**src/rtl/line_loader.sv**
```systemverilog
// Packs an ASCII byte stream into 16-bit char-pair words and records a {len,start} pointer for each closed line.
// Latency: a word is written the cycle after its rhs byte is accepted; the pointer is written on the next cycle.
// Backpressure: in_ready drops during WRITE/COMMIT, in IDLE, and permanently once FULL.
module line_loader (
    input  logic        clk,
    input  logic        rst,
    input  logic        enable,
    input  logic        in_valid,
    input  logic [7:0]  in_data,
    input  logic        in_last,
    output logic        in_ready,
    output logic        mem_we,
    output logic [9:0]  mem_addr,
    output logic [15:0] mem_din,
    output logic        ptr_we,
    output logic [7:0]  ptr_idx,
    output logic [19:0] ptr_data,
    output logic [7:0]  lines_written,
    output logic        overflow,
    output logic [3:0]  which_state
);

    typedef enum logic [3:0] {
        S_IDLE   = 4'd0,
        S_LHS    = 4'd1,
        S_RHS    = 4'd2,
        S_WRITE  = 4'd3,
        S_COMMIT = 4'd4,
        S_FULL   = 4'd5
    } state_t;

    // 10'h3FF is the read side's idle address, so the last writable word is 10'h3FE.
    localparam logic [9:0] LAST_ADDR = 10'h3FE;

    state_t      r_state;
    state_t      w_next;
    logic [7:0]  r_lhs;
    logic [7:0]  r_rhs;
    logic        r_close;
    logic [9:0]  r_wr_addr;
    logic [9:0]  r_line_start;
    logic [9:0]  r_line_len;
    logic [7:0]  r_lines;
    logic        r_overflow;
    logic        w_accept;
    logic        w_at_last_addr;
    logic        w_lines_max;

    assign w_accept       = in_valid & in_ready;
    assign w_at_last_addr = (r_wr_addr == LAST_ADDR);
    assign w_lines_max    = (r_lines == 8'd255);

    assign mem_addr      = r_wr_addr;
    assign mem_din       = {r_lhs, r_rhs};
    assign ptr_idx       = r_lines;
    assign ptr_data      = {r_line_len, r_line_start};
    assign lines_written = r_lines;
    assign overflow      = r_overflow;
    assign which_state   = r_state;

    always_ff @(posedge clk) begin
        if (rst) begin
            r_state <= S_IDLE;
        end else begin
            r_state <= w_next;
        end
    end

    always_comb begin
        w_next   = r_state;
        in_ready = 1'b0;
        mem_we   = 1'b0;
        ptr_we   = 1'b0;
        case (r_state)
            S_IDLE: begin
                if (enable) begin
                    w_next = S_LHS;
                end
            end
            S_LHS: begin
                in_ready = 1'b1;
                if (w_accept) begin
                    w_next = in_last ? S_WRITE : S_RHS;
                end
            end
            S_RHS: begin
                in_ready = 1'b1;
                if (w_accept) begin
                    w_next = S_WRITE;
                end
            end
            S_WRITE: begin
                mem_we = 1'b1;
                // A closing word still gets its pointer before the block stops.
                if (r_close) begin
                    w_next = S_COMMIT;
                end else if (w_at_last_addr) begin
                    w_next = S_FULL;
                end else begin
                    w_next = S_LHS;
                end
            end
            S_COMMIT: begin
                ptr_we = 1'b1;
                w_next = (r_overflow || w_lines_max) ? S_FULL : S_LHS;
            end
            S_FULL: begin
                w_next = S_FULL;
            end
            default: begin
                w_next = S_IDLE;
            end
        endcase
    end

    always_ff @(posedge clk) begin
        if (rst) begin
            r_lhs        <= 8'd0;
            r_rhs        <= 8'd0;
            r_close      <= 1'b0;
            r_wr_addr    <= 10'd0;
            r_line_start <= 10'd0;
            r_line_len   <= 10'd0;
            r_lines      <= 8'd0;
            r_overflow   <= 1'b0;
        end else begin
            case (r_state)
                S_LHS: begin
                    if (w_accept) begin
                        r_lhs <= in_data;
                        if (in_last) begin
                            r_rhs   <= in_data;
                            r_close <= 1'b1;
                        end else begin
                            r_close <= 1'b0;
                        end
                    end
                end
                S_RHS: begin
                    if (w_accept) begin
                        r_rhs   <= in_data;
                        r_close <= in_last;
                    end
                end
                S_WRITE: begin
                    r_line_len <= r_line_len + 10'd1;
                    // Hold the address at the last legal word rather than stepping onto the reserved one.
                    if (w_at_last_addr) begin
                        r_overflow <= 1'b1;
                    end else begin
                        r_wr_addr <= r_wr_addr + 10'd1;
                    end
                end
                S_COMMIT: begin
                    r_line_start <= r_wr_addr;
                    r_line_len   <= 10'd0;
                    r_close      <= 1'b0;
                    if (!w_lines_max) begin
                        r_lines <= r_lines + 8'd1;
                    end
                end
                default: begin
                end
            endcase
        end
    end

endmodule

```
**config.mk**
```make
export PLATFORM = sky130hd
export DESIGN_NAME = line_loader
export DESIGN_NICKNAME = d
export VERILOG_FILES = /design/src/rtl/line_loader.sv
export SDC_FILE = /design/constraint.sdc
export NUM_CORES = 1
export LEC_CHECK = 0
export ABC_AREA = 1
export ABC_CLOCK_PERIOD_IN_PS = 1400
export BUFFER_PORTS_ARGS = -buffer_cell sky130_fd_sc_hd__clkbuf_2
export CORE_ASPECT_RATIO = 0.6
export CORE_MARGIN = 5
export CORE_UTILIZATION = 35
export CTS_CLUSTER_DIAMETER = 30
export DETAILED_ROUTE_END_ITERATION = 10
export SYNTH_ARGS = -nofsm -noshare
export SYNTH_HDL_FRONTEND = slang
export SYNTH_SLANG_ARGS = --single-unit
```
**constraint.sdc**
```tcl
create_clock -name clk -period 1.4 [get_ports clk]
set_input_delay 0.35 -clock clk [delete_from_list [all_inputs] [get_ports clk]]
set_output_delay 0.35 -clock clk [all_outputs]
set_load 0.02 [all_outputs]
```
==> tab_implementation.tex <==
\begin{tabular}{lr}
\hline
Metric & Value \\
\hline
\multicolumn{2}{l}{\textbf{Floorplan}} \\
Die area & 10000 um\^{}2 \\
Initial Utilization & 35.9\% \\
Die Height & 79.5 um \\
Die X & about 130 um \\
Std cell rows & 25 \\
Placeable Area & 7850 um\^{}2 \\
Total I/O pin count & 83 \\
\multicolumn{2}{l}{\textbf{Clock network}} \\
Clock sink total & 59 \\
Root Driver & clkbuf\_16 \\
Post-CTS clock slew at the launch and capture registers of the worst setup and hold paths & 0.05 ns \\
Number of buffers added by the clock tree synthesis step & 9 \\
Worst-skew pair later-pin latency & around 0.33 ns \\
Largest buffer count on any clock path & 2 \\
CTS tree & built \\
H-tree level count & 3 \\
\multicolumn{2}{l}{\textbf{Pwr}} \\
Peak VDD IR & 0.708 mV \\
Fraction of power spent switching nets & 27.5\% \\
Cell internal power dissipation & roughly 3.6 mW \\
Combinational fraction of design power & 18.3\% \\
Power share of the clock group & 44.4\% \\
Sw Pwr & 1.38 mW \\
Areal power density over the cells & 1220 nW/um\^{}2 \\
Leakage power & $\sim$1.9 nW \\
Proportion of power drawn by flip-flops and latches & between 30\% and 40\% \\
\multicolumn{2}{l}{\textbf{Worst setup path}} \\
Type of element launching the critical path & flip-flop \\
Endpoint type of the worst setup path & primary output \\
Critical path launch point & which\_state[0] \\
Critical path arrival & 1.10 ns \\
Required time worst endpoint & 1.05 ns \\
Capturing point of the worst reg2reg path & lines\_written[2] \\
Maximum net fanout on the critical path & 5 \\
Worst r2r path cells & 8 \\
Setup slack of the worst register-to-register path & 0.03 ns \\
Start of the worst register-to-register path & which\_state[0] \\
Start-to-end type of the worst setup path & reg -> out \\
\multicolumn{2}{l}{\textbf{Layout}} \\
Final core utilization & 52.5\% \\
Most frequent cells in the layout & clkbuf\_2 (77), nand2\_1 (71), dfxtp\_1 (49), buf\_4 (48), nor2\_1 (44) \\
Most common cell after layout, fill and taps aside & clkbuf\_2 \\
Inserted Diodes & 0 \\
Area grow syn2layout & 46.1\% \\
Fraction of layout instances using a drive strength above 1 & 40.5\% \\
FILL cells & 768 \\
Net count, final & between 500 and 600 \\
\multicolumn{2}{l}{\textbf{Synthesis}} \\
Multiplexer fraction of the synthesized cell area & 0\% \\
Register bit count reported by yosys & 59 \\
Compound-Gate Fraction of Synth Area & 16.9\% \\
Synthesized area divided by synthesized cell count & between 7 and 8 um\^{}2 \\
Post-synthesis share of cell area spent on xor and xnor gates & between 2 and 2.5\% \\
Cells after Synth & 378 \\
Synth Area in Simple Gates & 26.7\% \\
Number of synthesized flops with an enable pin & 0 \\
Flip-flop cell with the highest count after synthesis & dfxtp\_1 \\
Netlist Area Pre-Place & 2820 um\^{}2 \\
Synthesis Warnings & 0 \\
Dominant combinational cell family by area after synthesis & simple AND/OR/NAND/NOR gates \\
Number of nets in the synthesized netlist & around 400 \\
Post-synthesis cell type count & 44 \\
Post-synthesis adder-cell area fraction & 1.77\% \\
Async set-reset flop share out of synthesis & 0\% \\
Post-synthesis sequential area ratio & 41.9\% \\
\multicolumn{2}{l}{\textbf{Hold path}} \\
Hold depth & 3 \\
Startpoint of the worst hold path & in\_data[5] \\
Class of the tightest hold or removal check & in -> reg \\
Worst Hold Path EP & r\_rhs[5] \\
\multicolumn{2}{l}{\textbf{Drt}} \\
DR pass1 iterations & 4 \\
Routed vias & between 2000 and 3000 \\
Number of DRC markers after the initial detailed-route iteration & $\sim$130 \\
Drt wl/cell & around 13 um \\
Number of antenna-violating nets in the routed design & 0 \\
Total wirelength of the detailed-routed design & 8160 um \\
Vias per std cell & between 4 and 5 \\
Number of remaining DRC errors & 0 \\
\multicolumn{2}{l}{\textbf{STA}} \\
Endpoints failing setup & 2 \\
Clock Skews & 0.00655 ns \\
Final critical-path setup slack & -0.0524 ns \\
Sum Neg Setup Slack & -0.0919 ns \\
Number of slew-limit violations in the final report & 0 \\
Hold Fails Final Rpt & 0 \\
Unrepaired setup endpoints after global routing & true \\
Minimum period implied by the final worst setup slack & 1.45 ns \\
Fmax & 689 MHz \\
Fraction of the cycle the final worst path needs & 104\% \\
\multicolumn{2}{l}{\textbf{GRT}} \\
Antenna violations before repair & 0 \\
Wire length of the first global-routing pass & 13100 um \\
Overflow left after global routing & 0 \\
Pin count of the biggest net entering global routing & 24 \\
All-layer global routing usage & 16.4\% \\
Via count of the first global-routing pass & 2708 \\
\multicolumn{2}{l}{\textbf{Status}} \\
Run status & complete, but fails checks \\
Violated checks & setup timing \\
\multicolumn{2}{l}{\textbf{Run}} \\
Max Cap Violations & 0 \\
\multicolumn{2}{l}{\textbf{Placed design}} \\
Port Buffer Count & 81 \\
Gpl congestion & 0.861 \\
Estimated wirelength of the detail-placed design & $\sim$6000 um \\
\hline
\end{tabular}
[cells in the mapped netlist, types with 2 or more instances]
cell	instances	share of area (%)
nand2_1	75	10
dfxtp_1	59	42
nor2_1	51	6.8
a21oi_1	40	7.1
inv_1	32	4.3
o21ai_0	30	5.3
nand3_1	15	2.7
buf_4	10	2.7
xor2_1	6	1.9
ha_1	4	1.8
inv_2	4	0.53
nor3_1	4	0.71
o21ai_2	4	1.2
nand2_4	3	1.2
nand4_1	3	0.67
o21ai_1	3	0.53
a21boi_0	2	0.53
a21oi_2	2	0.62
buf_1	2	0.27
buf_6	2	0.80
clkbuf_1	2	0.27
inv_6	2	0.62
nand3_4	2	1.2
[power by group through the flow]
stage	Combinational [mW]	Sequential, mW	Clock [mW]
CTS	0.827	1.87	2.30
global route	1.00	1.89	2.37
global placement	0.719	1.89	0
detailed placement	0.728	1.89	0
floorplan	0.376	2.01	0
finish	0.922	1.87	2.23
[cell families (layout without fill, tap and decap cells)]
| kind of cell | after synthesis | count (layout) |
|---|---|---|
| AO/OA/AOI/OAI | 86 | 86 |
| XOR/XNOR | 7 | 7 |
| flip-flops | 59 | 59 |
| AND/OR/NAND/NOR | 163 | 164 |
| adder cells (fa/ha/maj) | 4 | 4 |
| other | 1 | 1 |
| buffers and inverters | 58 | 188 |
[sequential cells by signal, indices dropped and copies added (netlist names)]
name and flops:
lines_written 8, mem_addr 10, overflow 1, r_close 1, r_lhs 8, r_line_len 10
r_line_start 10, r_rhs 8, which_state 3
[what timing repair did]
item | 4_1_cts | 5_1_grt
pin swaps | 7 | 12
gates resized for setup | 20 | 35
buffers inserted | 9 | 4
cloned | 1 | 2
hold buffers | 0 | 0
endpoints found under the setup margin | 11 | 36
[worst max-delay path by stage]
| stage | to | slack [ns] | cells after the start |
|---|---|---|---|
| after floorplan | mem_addr[3] | 0.009 | 9 |
| after global placement | mem_addr[1] | 0.05 | 9 |
| after detailed placement | mem_addr[9] | -0.05 | 9 |
| after CTS | ptr_we | -0.08 | 4 |
| after global routing | ptr_we | -0.11 | 4 |
| final | ptr_we | -0.05 | 4 |
[per-layer routing]
metal / vias up / global-route usage [%] / share of wire [%]
met1: 1289 / 22.4 / 50
met4: 0 / 4.93 / 1.5
met2: 80 / 23.4 / 40
met5: - / 0 / 0
li1: 1477 / - / -
met3: 12 / 6.95 / 7.7
[worst max-delay path: stages, from the launching register on]
cell and delay (ns):
dfxtp_4 0.38, nor2_4 0.14, nand2_4 0.08, inv_8 0.07, buf_8 0.10
[through the flow]
step | cell area, um^2 | setup WS [ns] | cells | hold slack, ns | power (mW)
finish | 4120 | -0.0524 | 617 | 0.257 | 5.03
global route | 4120 | -0.108 | 617 | 0.262 | 5.26
CTS | 3970 | -0.0809 | 612 | 0.244 | 5.00
detailed placement | 3530 | -0.0478 | 586 | 0.481 | 2.62
global placement | 3530 | 0.0499 | 586 | 0.470 | 2.61
floorplan | 2830 | 0.00897 | 378 | 0.459 | 2.39
[cell type report]
cell class | count | area [um^2] | area share, %
Clock buffer | 12 | 256 | 6.23
Clock inverter | 4 | 48.8 | 1.18
Inverter | 39 | 176 | 4.28
Multi-Input combinational cell | 262 | 1440 | 34.9
Sequential cell | 59 | 1200 | 29.2
Tap cell | 108 | 135 | 3.28
Timing Repair Buffer | 132 | 858 | 20.8
Timing Repair inverter | 1 | 5.00 | 0.121
Note: power is estimated with default switching activity, not from simulation.
